### config.mk
export PLATFORM = sky130hd
export DESIGN_NAME = core_sequencer
export DESIGN_NICKNAME = d
export VERILOG_FILES = /design/src/rtl/riscv_pkg.sv /design/src/rtl/seq_timeout_counter.sv /design/src/rtl/core_sequencer.sv
export SDC_FILE = /design/constraint.sdc
export NUM_CORES = 1
export LEC_CHECK = 0
export BUFFER_PORTS_ARGS = -buffer_cell sky130_fd_sc_hd__buf_4
export CAP_MARGIN = 20
export CORE_MARGIN = 4
export CORE_UTILIZATION = 50
export DETAILED_ROUTE_END_ITERATION = 10
export HOLD_SLACK_MARGIN = 0.12
export MAX_ROUTING_LAYER = met4
export PLACE_DENSITY_LB_ADDON = 0.25
export REMOVE_ABC_BUFFERS = 1
export SLEW_MARGIN = 20
export SYNTH_ARGS = -nofsm -noshare
export SYNTH_HDL_FRONTEND = slang
export SYNTH_SLANG_ARGS = --single-unit
export TNS_END_PERCENT = 5
### constraint.sdc
create_clock -name i_clk -period 2.1 [get_ports i_clk]
set_input_delay 0.21 -clock i_clk [delete_from_list [all_inputs] [get_ports i_clk]]
set_output_delay 0.21 -clock i_clk [all_outputs]
set_load 0.05 [all_outputs]
### src/rtl/riscv_pkg.sv
// Shared RV32I definitions: opcode constants, sequencer state encoding,
// writeback mux selects and trap causes.
package riscv_pkg;

    // Major opcodes (instr[6:0]) recognised by the decoder.
    localparam logic [6:0] OpLui    = 7'b0110111;
    localparam logic [6:0] OpAuipc  = 7'b0010111;
    localparam logic [6:0] OpJal    = 7'b1101111;
    localparam logic [6:0] OpJalr   = 7'b1100111;
    localparam logic [6:0] OpBranch = 7'b1100011;
    localparam logic [6:0] OpLoad   = 7'b0000011;
    localparam logic [6:0] OpStore  = 7'b0100011;
    localparam logic [6:0] OpImm    = 7'b0010011;
    localparam logic [6:0] OpReg    = 7'b0110011;

    // Sequencer states; the encoding is visible on the debug state port.
    typedef enum logic [2:0] {
        SeqFetch     = 3'd0,
        SeqFetchWait = 3'd1,
        SeqDecode    = 3'd2,
        SeqExecute   = 3'd3,
        SeqMem       = 3'd4,
        SeqMemWait   = 3'd5,
        SeqWriteback = 3'd6,
        SeqTrap      = 3'd7
    } seq_state_e;

    // Writeback mux selects (3 is reserved).
    localparam logic [1:0] WbAlu  = 2'd0;
    localparam logic [1:0] WbLoad = 2'd1;
    localparam logic [1:0] WbPc4  = 2'd2;

    typedef enum logic [1:0] {
        TrapNone        = 2'd0,
        TrapIllegal     = 2'd1,
        TrapImemTimeout = 2'd2,
        TrapDmemTimeout = 2'd3
    } trap_cause_e;

    // States in which the sequencer waits on a memory handshake.
    function automatic logic is_wait_state(seq_state_e s);
        return (s == SeqFetch) || (s == SeqFetchWait) ||
               (s == SeqMem)   || (s == SeqMemWait);
    endfunction

endpackage

### src/rtl/seq_timeout_counter.sv
// Counts cycles spent in a memory wait state. The current cycle is number
// count+1, so expired rises during the limit-th cycle of the wait; a limit
// of zero disables it.
module seq_timeout_counter #(
    parameter int CNT_W = 8
) (
    input  logic             clk,
    input  logic             rst,
    input  logic             clear,
    input  logic             enable,
    input  logic [CNT_W-1:0] limit,
    output logic             expired
);

    logic [CNT_W-1:0] count;
    logic [CNT_W:0]   cycle_no;

    // Count wait cycles; any state change restarts the count.
    always_ff @(posedge clk) begin
        // NOTE: state registers use non-blocking assignments so every flop
        // samples pre-edge values regardless of block ordering.
        if (rst || clear) begin
            count <= '0;
        end else if (enable) begin
            count <= count + 1'b1;
        end
    end

    assign cycle_no = {1'b0, count} + {{CNT_W{1'b0}}, 1'b1};
    assign expired  = (limit != '0) && (cycle_no == {1'b0, limit});

endmodule

### src/rtl/core_sequencer.sv
// Multi-cycle RV32I control FSM: fetch, decode, execute, memory, writeback,
// with illegal-opcode / memory-timeout sticky trap and a retire counter.
module core_sequencer
    import riscv_pkg::*;
#(
    parameter int MEM_TIMEOUT = 255,
    parameter int CNT_W       = 8
) (
    input  logic        i_clk,
    input  logic        i_rst,
    output logic        o_imem_avalid,
    input  logic        i_imem_aready,
    input  logic        i_imem_rvalid,
    output logic        o_ir_load,
    input  logic        i_br_en,
    input  logic        i_jump_en,
    input  logic        i_int_en,
    input  logic        i_up_en,
    input  logic        i_load_en,
    input  logic        i_store_en,
    input  logic        i_rd_wvalid,
    input  logic        i_br_taken,
    output logic        o_dmem_avalid,
    output logic        o_dmem_we,
    input  logic        i_dmem_aready,
    input  logic        i_dmem_rvalid,
    output logic        o_rf_we,
    output logic [1:0]  o_wb_sel,
    output logic        o_pc_we,
    output logic        o_pc_sel,
    output logic        o_trap,
    output logic [1:0]  o_trap_cause,
    output logic [63:0] o_instret,
    output logic [2:0]  o_state
);

    localparam logic [CNT_W-1:0] TimeoutLimit = CNT_W'(MEM_TIMEOUT);

    seq_state_e  state, state_next;
    trap_cause_e cause, cause_next;
    logic [63:0] instret;
    logic        timeout_hit;
    logic        retire;

    // Ungated decodes of the current state.
    logic       imem_avalid, ir_load, dmem_avalid, dmem_we;
    logic       rf_we, pc_we, pc_sel, trap;
    logic [1:0] wb_sel;

    seq_timeout_counter #(.CNT_W(CNT_W)) u_timeout (
        .clk     (i_clk),
        .rst     (i_rst),
        .clear   (state_next != state),
        .enable  (is_wait_state(state)),
        .limit   (TimeoutLimit),
        .expired (timeout_hit)
    );

    // Next-state selection and Moore output decode.
    always_comb begin
        // NOTE: every signal gets a default first so no path leaves one
        // unassigned, which would otherwise infer a latch.
        state_next  = state;
        cause_next  = cause;
        imem_avalid = 1'b0;
        ir_load     = 1'b0;
        dmem_avalid = 1'b0;
        dmem_we     = 1'b0;
        rf_we       = 1'b0;
        wb_sel      = WbAlu;
        pc_we       = 1'b0;
        pc_sel      = 1'b0;
        trap        = 1'b0;
        retire      = 1'b0;

        case (state)
            SeqFetch: begin
                imem_avalid = 1'b1;
                // A handshake in the timeout cycle takes priority.
                if (i_imem_aready) begin
                    state_next = SeqFetchWait;
                end else if (timeout_hit) begin
                    state_next = SeqTrap;
                    cause_next = TrapImemTimeout;
                end
            end
            SeqFetchWait: begin
                ir_load = i_imem_rvalid;
                if (i_imem_rvalid) begin
                    state_next = SeqDecode;
                end else if (timeout_hit) begin
                    state_next = SeqTrap;
                    cause_next = TrapImemTimeout;
                end
            end
            SeqDecode: begin
                if (!(i_br_en || i_jump_en || i_int_en || i_up_en ||
                      i_load_en || i_store_en)) begin
                    state_next = SeqTrap;
                    cause_next = TrapIllegal;
                end else begin
                    state_next = SeqExecute;
                end
            end
            SeqExecute: begin
                state_next = (i_load_en || i_store_en) ? SeqMem : SeqWriteback;
            end
            SeqMem: begin
                dmem_avalid = 1'b1;
                dmem_we     = i_store_en;
                if (i_dmem_aready) begin
                    state_next = SeqMemWait;
                end else if (timeout_hit) begin
                    state_next = SeqTrap;
                    cause_next = TrapDmemTimeout;
                end
            end
            SeqMemWait: begin
                if (i_dmem_rvalid) begin
                    state_next = SeqWriteback;
                end else if (timeout_hit) begin
                    state_next = SeqTrap;
                    cause_next = TrapDmemTimeout;
                end
            end
            SeqWriteback: begin
                pc_we      = 1'b1;
                pc_sel     = i_jump_en || (i_br_en && i_br_taken);
                rf_we      = i_rd_wvalid && !i_store_en && !i_br_en;
                wb_sel     = i_load_en ? WbLoad : (i_jump_en ? WbPc4 : WbAlu);
                retire     = 1'b1;
                state_next = SeqFetch;
            end
            SeqTrap: begin
                trap = 1'b1;
            end
            default: begin
                state_next = SeqFetch;
            end
        endcase
    end

    // State, first trap cause and retire counter.
    always_ff @(posedge i_clk) begin
        if (i_rst) begin
            state   <= SeqFetch;
            cause   <= TrapNone;
            instret <= '0;
        end else begin
            state <= state_next;
            cause <= cause_next;
            if (retire) begin
                instret <= instret + 64'd1;
            end
        end
    end

    // Every output is held low while reset is asserted.
    assign o_imem_avalid = imem_avalid && !i_rst;
    assign o_ir_load     = ir_load     && !i_rst;
    assign o_dmem_avalid = dmem_avalid && !i_rst;
    assign o_dmem_we     = dmem_we     && !i_rst;
    assign o_rf_we       = rf_we       && !i_rst;
    assign o_pc_we       = pc_we       && !i_rst;
    assign o_pc_sel      = pc_sel      && !i_rst;
    assign o_trap        = trap        && !i_rst;
    assign o_wb_sel      = i_rst ? 2'd0  : wb_sel;
    assign o_trap_cause  = i_rst ? 2'd0  : cause;
    assign o_instret     = i_rst ? 64'd0 : instret;
    assign o_state       = i_rst ? 3'd0  : state;

endmodule

==> flow_summary_export.csv, run 1 <==
group,metric,value,unit
synth,synth-seq-area-share,34.13,%
clock_tree,cts_inserted_buffers,9,
clock_tree,clockBufferDepth,2,
critical_path,rrSetupSlack,0.05,ns
critical_path,path_cells,"nand3_1 > or3_4 > or3_4 > or4_1 > a21oi_1",
critical_path,start_kind,"flop",
timing,hold_viol_final,0,
clock_tree,cts_root_buffer,"clkbuf_8",
timing,fin_tns_setup,0,ns
global_route,grt_pass1_wl,18850,um
synth,synth-seq-cells,77,
timing,fin_crit_sh,97.53,%
critical_path,worstSetupPathType,"flop to flop",
final_layout,multi_input_area,2868,um^2
synth,ys_types,48,
timing,clock_skew,0.006007,ns
die,die_area,10620,um^2
global_route,grt_pass1_vias,4220,
critical_path,worstPathRequired,2.38,ns
routing,drt-total-wl,11820,um
placed_design,place_area,5639,um^2
synth,synth_edf_count,0,
power,power.total,3.283,mW
routing,drtIter0Drc,210,
placed_design,place_ws,-0.09570,ns
power,powerDensity,546.3,nW/um^2
routing,drc,0,
routing,dr.pass1.iters,4,
timing,worst_slew_pin_slew,0.4528,ns
routing,via_per_inst,5.661,
synth,async_reset_ff_share,0,%
final_layout,syn_to_final_growth,33.05,%
clock_tree,clock_latency,0.34,ns
critical_path,endpoint_kind,"flop",
final_layout,drive_gt1_share,28.49,%
timing,max_freq,0.4883,GHz
final_layout,stdcell_area,6010,um^2
final_layout,nets,721,
critical_path,cpPeakStageDelay,0.47,ns
clock_tree,cts.sinks,77,
clock_tree,path_clk_slew,0.08,ns
final_layout,diodes,0,
final_layout,stdcell_count,817,
synth,yosysWarnings,0,
clock_tree,h-tree-depth,3,
timing,rsz0062_at_grt,"yes",
global_route,grt_usage,22.29,%
critical_path,worstPathMaxFanout,7,
power,irDropWorstVdd,0.4080,mV
synth,synth_area,4517,um^2
final_layout,seqCellArea,1548,um^2
placed_design,dp.cells,798,
synth,netlist.area_leader.share,34.13,%
die,ioPinCount,93,
critical_path,critPathArrivalTime,2.33,ns
timing,finalSetupViolations,0,
clock_tree,hold_buffers,0,
timing,timing.final.ws_setup,0.05191,ns
global_route,antenna_found_initial,0,
routing,routed-via-count,4625,
clock_tree,cts_tree,"done",
timing,finalCriticalPeriod,2.048,ns
final_layout,fin_util,68.58,%
synth,synthCells,579,
global_route,grt_overflow,0,
placed_design,hpwl,8257,um
die,start_util,51.54,%
placed_design,portBuffers,92,
synth,syn_avg_cell_area,7.801,um^2
critical_path,crit_top_cell,"or3_4",
synth,synthTopCellsByArea,"dfxtp_1 (34%), nor2b_1 (9.0%), nor2_1 (5.2%)",
die,rows,34,
flow_run,max_cap_viol_count,0,
run_status,status,"finished, final reports clean",
die,fp.dieW,103.0,um
synth,yosysTopAreaCell,"dfxtp_1",
die,dieHeight,103.0,um
routing,detail-route-antenna-nets,0,
placed_design,gp_congestion,0.8840,
power,leakage,2.363,nW
die,core,8763,um^2
global_route,grt_max_degree,114,
timing,timing.hold.ws,0.3095,ns
timing,slew_headroom,69.81,%
final_layout,nFillCells,712,
hold_path,min_path_type,"primary input to flop",
routing,wl_per_cell,14.46,um
synth,synth_ff_type,"dfxtp_1",
timing,slew_violations,0,
critical_path,crit_slowest_cell,"or4_1",
==> what timing repair did <==
action	CTS	global route
gates cloned	0	0
buffers inserted	0	3
setup endpoints to repair	11	37
resized for setup	6	16
pin swaps	1	6
==> synthesized netlist by cell type, types with 6 or more instances <==
| library cell | instances |
|---|---|
| a21oi_1 | 36 |
| or3_1 | 12 |
| nand4_1 | 21 |
| nand2_1 | 45 |
| xnor2_1 | 11 |
| or4_1 | 19 |
| o21ai_0 | 12 |
| nor4_1 | 14 |
| o31ai_1 | 20 |
| inv_1 | 12 |
| dfxtp_1 | 77 |
| nor2b_1 | 65 |
| nand3_1 | 31 |
| nor3_1 | 13 |
| and3_1 | 8 |
| and2_1 | 6 |
| mux2_2 | 9 |
| nor2_1 | 63 |
| xor2_1 | 25 |
| clkbuf_1 | 25 |
==> worst max-delay path, delay by kind of cell, from the launching register on <==
family	cells	cell delay, ns
simple gates	4	1.46
flops	1	0.38
compound gates	1	0.15
==> per-layer routing <==
layer  vias up  share of wire, %  GRT usage (%)  wire length (um)
met4         0               1.2          6.474               139
met2       145                49          36.80              5788
met1      2152                44          28.35              5189
met5         -                 0              -                 0
met3        16               5.9          3.180               700
li1       2312                 -              -                 -
==> flip-flops by register name, summed over array words and instances, names as in the netlist <==
name / count
instret: 64
u_timeout.count: 8
cause: 2
state: 3
==> layout make-up <==
type                    count  area share [%]
well taps                 108           2.249
clock buffers               9           2.061
multi-input cells         456           47.72
clock inverters             7           2.290
inverters                  12          0.7495
flip-flops and latches     77           25.75
repair buffers            148           19.18
==> cell families after synthesis <==
family | synth area share [%]
muxes | 2.687
and+or+nand+nor | 40.72
xor gates and xnor gates | 6.981
buffers and inverters | 4.072
AOI/OAI and AO/OA | 10.58
adders and majority gates | 0.8311
DFF | 34.13
==> where the power goes <==
group          switching (mW)  internal [mW]  leakage, nW
registers             0.00931           1.47        0.623
clock network           0.562          0.906        0.129
logic                   0.213          0.122         1.61
==> cells in the final DEF (no fill, tap or decap), drive strengths merged, types with 11 or more instances in the layout <==
master and n:
o31ai 20, nor2b 65, or3 13, dfxtp 77, nor3 13, xor2 25
nand2 45, o21ai 12, nand4 24, a21oi 36, nand3 31, buf 148
xnor2 11, inv 12, nor2 63, or4 19, nor4 16
==> path summary, 6_finish.rpt <==
| path | cells past startpoint | end | start |
|---|---|---|---|
| hold reg to reg | 2 | instret[33] | instret[33] |
| setup reg to reg | 5 | instret[61] | instret[35] |
| setup / recovery | 5 | instret[61] | instret[35] |
| hold / removal | 5 | state[0] | i_dmem_aready |
Power figures use the tool's default switching activity.
==> run 2, diff against run 1 <==
==> constraint.sdc (replaced) <==
create_clock -name i_clk -period 2.43 [get_ports i_clk]
set_input_delay 0.243 -clock i_clk [delete_from_list [all_inputs] [get_ports i_clk]]
set_output_delay 0.243 -clock i_clk [all_outputs]
set_load 0.05 [all_outputs]
==> run 2 against run 1 <==
Critical path type unchanged; power down 21%; via count decreased by 4.0%; die area is the same; global-route usage fell by 0.47 points; sequential power shrank 13%; sequential share of layout area is 1.8 points higher; largest power group unchanged; critical path depth did not move; fmax fell by 8.0%; cell area shrank 6.9%; wire length down 5.5%; worst setup slack improved by 0.15 ns; utilization is 4.8 points lower.
==> flow_summary_export.csv, run 2 (synthesis gave the netlist of run 1 again) <==
group,metric,value,unit
run_status,status,"finished, final reports clean",
clock_tree,path_clk_slew,0.08,ns
final_layout,fin_util,63.82,%
clock_tree,cts.sinks,77,
global_route,grt_overflow,0,
routing,routed-via-count,4439,
timing,finalSetupViolations,0,
placed_design,place_ws,0.1725,ns
routing,drt-total-wl,11170,um
die,die_area,10620,um^2
final_layout,diodes,0,
clock_tree,cts_setup_buffers,0,
critical_path,r2r-start,"instret[27]",
final_layout,stdcell_count,780,
die,fp.dieW,103.0,um
die,rows,34,
clock_tree,cts_root_buffer,"clkbuf_8",
clock_tree,clock_latency,0.35,ns
clock_tree,cts_inserted_buffers,9,
die,core,8763,um^2
timing,rsz0062_at_grt,"no",
critical_path,worstPathMaxFanout,7,
routing,drtIter0Drc,205,
placed_design,gp_congestion,0.8598,
final_layout,nets,685,
critical_path,start_kind,"flop",
placed_design,dp.cells,765,
timing,hold_viol_final,0,
clock_tree,h-tree-depth,3,
critical_path,critPathLaunch,"instret[27]",
die,dieHeight,103.0,um
timing,max_freq,0.4494,GHz
final_layout,final_common_cell,"buf_4",
global_route,grt_pass1_wl,18300,um
die,ioPinCount,93,
placed_design,hpwl,7957,um
timing,slew_violations,0,
final_layout,regMostFlops,"instret",
timing,slew_headroom,61.88,%
timing,fin_crit_sh,91.57,%
final_layout,largest_reg_flops,64,
clock_tree,hold_buffers,0,
timing,worst_slew_pin_slew,0.5665,ns
critical_path,worstSetupPathType,"flop to flop",
routing,drc,0,
global_route,grt_usage,21.81,%
timing,clock_skew,0.01279,ns
global_route,grt_pass1_vias,4002,
hold_path,min_from,"i_int_en",
power,powerDensity,463.6,nW/um^2
clock_tree,cts_tree,"done",
timing,finalCriticalPeriod,2.225,ns
power,irDropWorstVdd,0.3572,mV
power,leakage,2.123,nW
clock_tree,clockBufferDepth,2,
global_route,grt_max_degree,92,
global_route,antenna_found_initial,0,
routing,detail-route-antenna-nets,0,
critical_path,endpoint_kind,"flop",
critical_path,worstPathRequired,2.71,ns
timing,timing.final.ws_setup,0.2049,ns
final_layout,syn_to_final_growth,23.82,%
routing,via_per_inst,5.691,
critical_path,critPathArrivalTime,2.51,ns
final_layout,mostFrequentLayoutCells,"buf_4 (111), dfxtp_1 (77), nor2b_1 (65)",
final_layout,reg_top3,"instret x64, u_timeout.count x8, state x3",
flow_run,max_cap_viol_count,0,
routing,wl_per_cell,14.32,um
final_layout,drive_gt1_share,21.88,%
placed_design,portBuffers,92,
hold_path,min_path_type,"primary input to flop",
die,start_util,51.54,%
routing,dr.pass1.iters,4,
==> run 2: cell count changes in the layout (fill, tap and decap cells not counted), moves of 2 or more <==
cell       previous run  this run
nor4_1                9        14
dfxtp_2               5         0
nor4_2                5         1
bufinv_16             4         2
buf_4               144       111
nor2_2                2         0
buf_12                3         1
dfxtp_1              72        77
nor2_1               61        63
nand2_1              43        45
nand2_2               2         0
==> run 2: final timing paths <==
| kind | endpoint | slack [ns] | cells past startpoint |
|---|---|---|---|
| max | instret[61] | 0.20 | 5 |
| min | state[2] | 0.26 | 4 |
| max reg2reg | instret[61] | 0.20 | 5 |
| min reg2reg | instret[45] | 0.50 | 2 |
==> run 2: area by class of cell <==
class,count,area (um^2)
clock inverters,5,75.07
well taps,108,135.1
fillers,749,3171
multi-input cells,456,2805
inverters,12,45.04
flip-flops and latches,77,1541
repair buffers,112,853.3
clock buffers,10,137.6
==> run 2: metrics by stage <==
stage / area, um^2 / hold WS, ns / TNS (ns) / power, mW
finish: 5593 / 0.2593 / 0 / 2.593
CTS: 5579 / 0.2379 / 0 / 2.635
global placement: 5366 / 0.4676 / 0 / 1.577
detailed placement: 5366 / 0.4884 / 0 / 1.582
global route: 5593 / 0.2919 / 0 / 2.708
floorplan: 4378 / 0.3121 / -2.291 / 1.467
==> run 2: what timing repair did <==
item	4_1_cts	5_1_grt
setup endpoints to repair	0	5
hold endpoints to repair	0	0
resized for setup	0	2
==> run 2: metal layers <==
layer  part of all wire, %  global-route usage [%]  routed length (um)
met3                   6.3                   4.601                 698
met4                   1.0                   5.478                 115
met2                    47                   34.14                5282
met1                    45                   28.80                5070
met5                     0                       -                   0
==> run 2: worst max-delay path, cell delays in order (launching register included) <==
cell	delay, ns
dfxtp_1	0.42
nand4_2	0.17
or3_1	0.50
or3_4	0.46
or4_1	0.47
a21oi_1	0.14
==> run 2: report_power, final <==
part | switching, mW | leakage, nW | total (mW) | internal, mW
combinational | 0.172 | 1.39 | 0.266 | 0.0937
sequential | 0.0150 | 0.621 | 1.29 | 1.27
clock | 0.444 | 0.112 | 1.04 | 0.596
total | 0.632 | 2.12 | 2.59 | 1.96
==> run 3, diff against run 2 <==
==> constraint.sdc (replaced) <==
create_clock -name i_clk -period 2.43 [get_ports i_clk]
set_input_delay 0.486 -clock i_clk [delete_from_list [all_inputs] [get_ports i_clk]]
set_output_delay 0.486 -clock i_clk [all_outputs]
set_load 0.05 [all_outputs]
==> run 3 against run 2 <==
Worst hold slack better by 0.24 ns; cell count up 0.13%; non-clock buffer count up 1; wire length up 2.1%; critical endpoint is now o_rf_we; sequential cell count unchanged; first-iteration DRC count down 6.3%; clock-buffer cell count up 1; fmax down 3.6%; clock skew down 0.0017 ns.
==> flow_summary_export.csv, run 3 (synthesis gave the netlist of run 1 again) <==
group,metric,value,unit
run_status,status,"finished, final reports clean",
global_route,grt_overflow,0,
critical_path,endpoint_kind,"primary output",
final_layout,final_common_cell,"buf_4",
timing,worst_slew_pin_slew,0.5720,ns
clock_tree,clock_latency,0.35,ns
clock_tree,cts_root_buffer,"clkbuf_8",
die,fp.dieW,103.0,um
die,dieHeight,103.0,um
timing,clock_skew,0.01106,ns
global_route,grt_pass1_wl,18930,um
clock_tree,ctsResizeCount,1,
critical_path,worstSetupPathType,"flop to primary output",
clock_tree,cts_setup_buffers,0,
clock_tree,cts.sinks,77,
critical_path,start_kind,"flop",
timing,hold_viol_final,0,
final_layout,regMostFlops,"instret",
routing,top_layer_used,"met4",
power,p_seq_share,46.8,%
power,pwr-share-clk,43.3,%
power,leakage,2.155,nW
critical_path,critPathTopFamily,"buffers and inverters",
power,power.switching,0.6521,mW
clock_tree,hold_buffers,0,
timing,finalCriticalPeriod,2.309,ns
routing,wl_per_cell,14.59,um
timing,rsz0062_at_grt,"yes",
power,intPower,2.102,mW
critical_path,worstPathMaxFanout,19,
hold_path,min_path_type,"flop to flop",
clock_tree,h-tree-depth,3,
die,rows,34,
die,die_area,10620,um^2
die,core,8763,um^2
final_layout,nets,686,
die,ioPinCount,93,
critical_path,path_buf_inv,3,
placed_design,hpwl,8060,um
routing,detail-route-antenna-nets,0,
global_route,grt_max_degree,81,
timing,finalSetupViolations,0,
final_layout,reg_top3,"instret x64, u_timeout.count x8, state x3",
critical_path,cpPeakStageDelay,0.37,ns
timing,slew_violations,0,
clock_tree,cts_tree,"done",
placed_design,gp_congestion,0.8764,
flow_run,max_cap_viol_count,0,
power,powerDensity,485.4,nW/um^2
final_layout,drive_gt1_share,22.29,%
routing,drt-total-wl,11400,um
power,switching_share,23.67,%
routing,drtIter0Drc,192,
final_layout,syn_to_final_growth,25.62,%
global_route,antenna_found_initial,0,
routing,met1Wirelength,5327,um
critical_path,path_cells,"buf_4 > nand2b_1 > inv_1 > nand2_1 > nor4b_1 > buf_4",
die,start_util,51.54,%
final_layout,nFillCells,749,
routing,dr.pass1.iters,4,
final_layout,largest_reg_flops,64,
critical_path,critPathArrivalTime,1.82,ns
placed_design,portBuffers,92,
global_route,grt_pass1_vias,4142,
timing,timing.hold.ws,0.4948,ns
routing,drc,0,
clock_tree,path_clk_slew,0.08,ns
routing,via_per_inst,5.695,
routing,met2_length,5333,um
clock_tree,clockBufferDepth,2,
power,p_comb_share,9.9,%
routing,route.met3.wl,628,um
timing,slew_headroom,61.52,%
routing,routed-via-count,4448,
timing,fin_crit_sh,95.01,%
critical_path,crit_top_cell,"buf_4",
global_route,grt_usage,22.36,%
final_layout,diodes,0,
timing,max_freq,0.4331,GHz
clock_tree,cts_inserted_buffers,9,
final_layout,mostFrequentLayoutCells,"buf_4 (109), dfxtp_1 (76), nor2b_1 (65)",
critical_path,crit_slowest_cell,"dfxtp_1",
critical_path,worstPathRequired,1.94,ns
power,power.total,2.754,mW
power,irDropWorstVdd,0.3323,mV
-- run 3: cell count changes in the layout (fill, tap and decap cells not counted), sizes merged --
cell / before / now
clkbuf: 10 / 11
buf: 112 / 113
clkinv: 3 / 1
bufinv: 2 / 3
-- run 3: area by class of cell --
cell class / count / area [um^2] / area share (%)
Clock buffer: 11 / 151.4 / 2.668
Timing Repair Buffer: 113 / 893.4 / 15.74
Sequential cell: 77 / 1543 / 27.19
Inverter: 12 / 45.04 / 0.7938
Tap cell: 108 / 135.1 / 2.381
Clock inverter: 4 / 95.09 / 1.676
Multi-Input combinational cell: 456 / 2811 / 49.55
-- run 3: power by group through the flow --
stage	Sequential, mW	Clock [mW]	Combinational, mW
2_1_floorplan	1.33	0	0.136
3_3_place_gp	1.32	0	0.266
3_5_place_dp	1.32	0	0.270
4_1_cts	1.29	1.21	0.273
5_1_grt	1.29	1.27	0.301
6_report	1.29	1.19	0.273
-- run 3: routing by layer --
metal | GRT usage, % | vias to the layer above
met3 | 4.804 | 10
met4 | 5.378 | 0
met1 | 29.40 | 2070
met2 | 35.18 | 117
met5 | - | -
li1 | - | 2251
-- run 3: tightest hold or removal path: cells and delay by family, from the launching register on --
kind	cells	cell delay (ns)
AO/OA/AOI/OAI	2	0.12
flip-flops	1	0.33
-- run 3: path summary, 6_finish.rpt --
path              cells after the start     endpoint        start  slack, ns
setup reg to reg                      5  instret[61]  instret[27]       0.15
setup / recovery                      6      o_rf_we     state[2]       0.12
hold reg to reg                       2  instret[61]  instret[61]       0.49
hold / removal                        2  instret[61]  instret[61]       0.49
-- run 3: through the flow --
stage / utilization (%) / instances / TNS (ns) / setup slack [ns] / instance area [um^2]
final: 64.75 / 781 / 0 / 0.1212 / 5674
after global routing: 64.75 / 781 / -0.06921 / -0.06921 / 5674
after CTS: 64.46 / 781 / 0 / 0.02954 / 5649
after detailed placement: 61.61 / 766 / 0 / 0.1447 / 5399
after global placement: 61.61 / 766 / 0 / 0.2382 / 5399
after floorplan: - / 545 / -3.730 / -1.075 / 4378
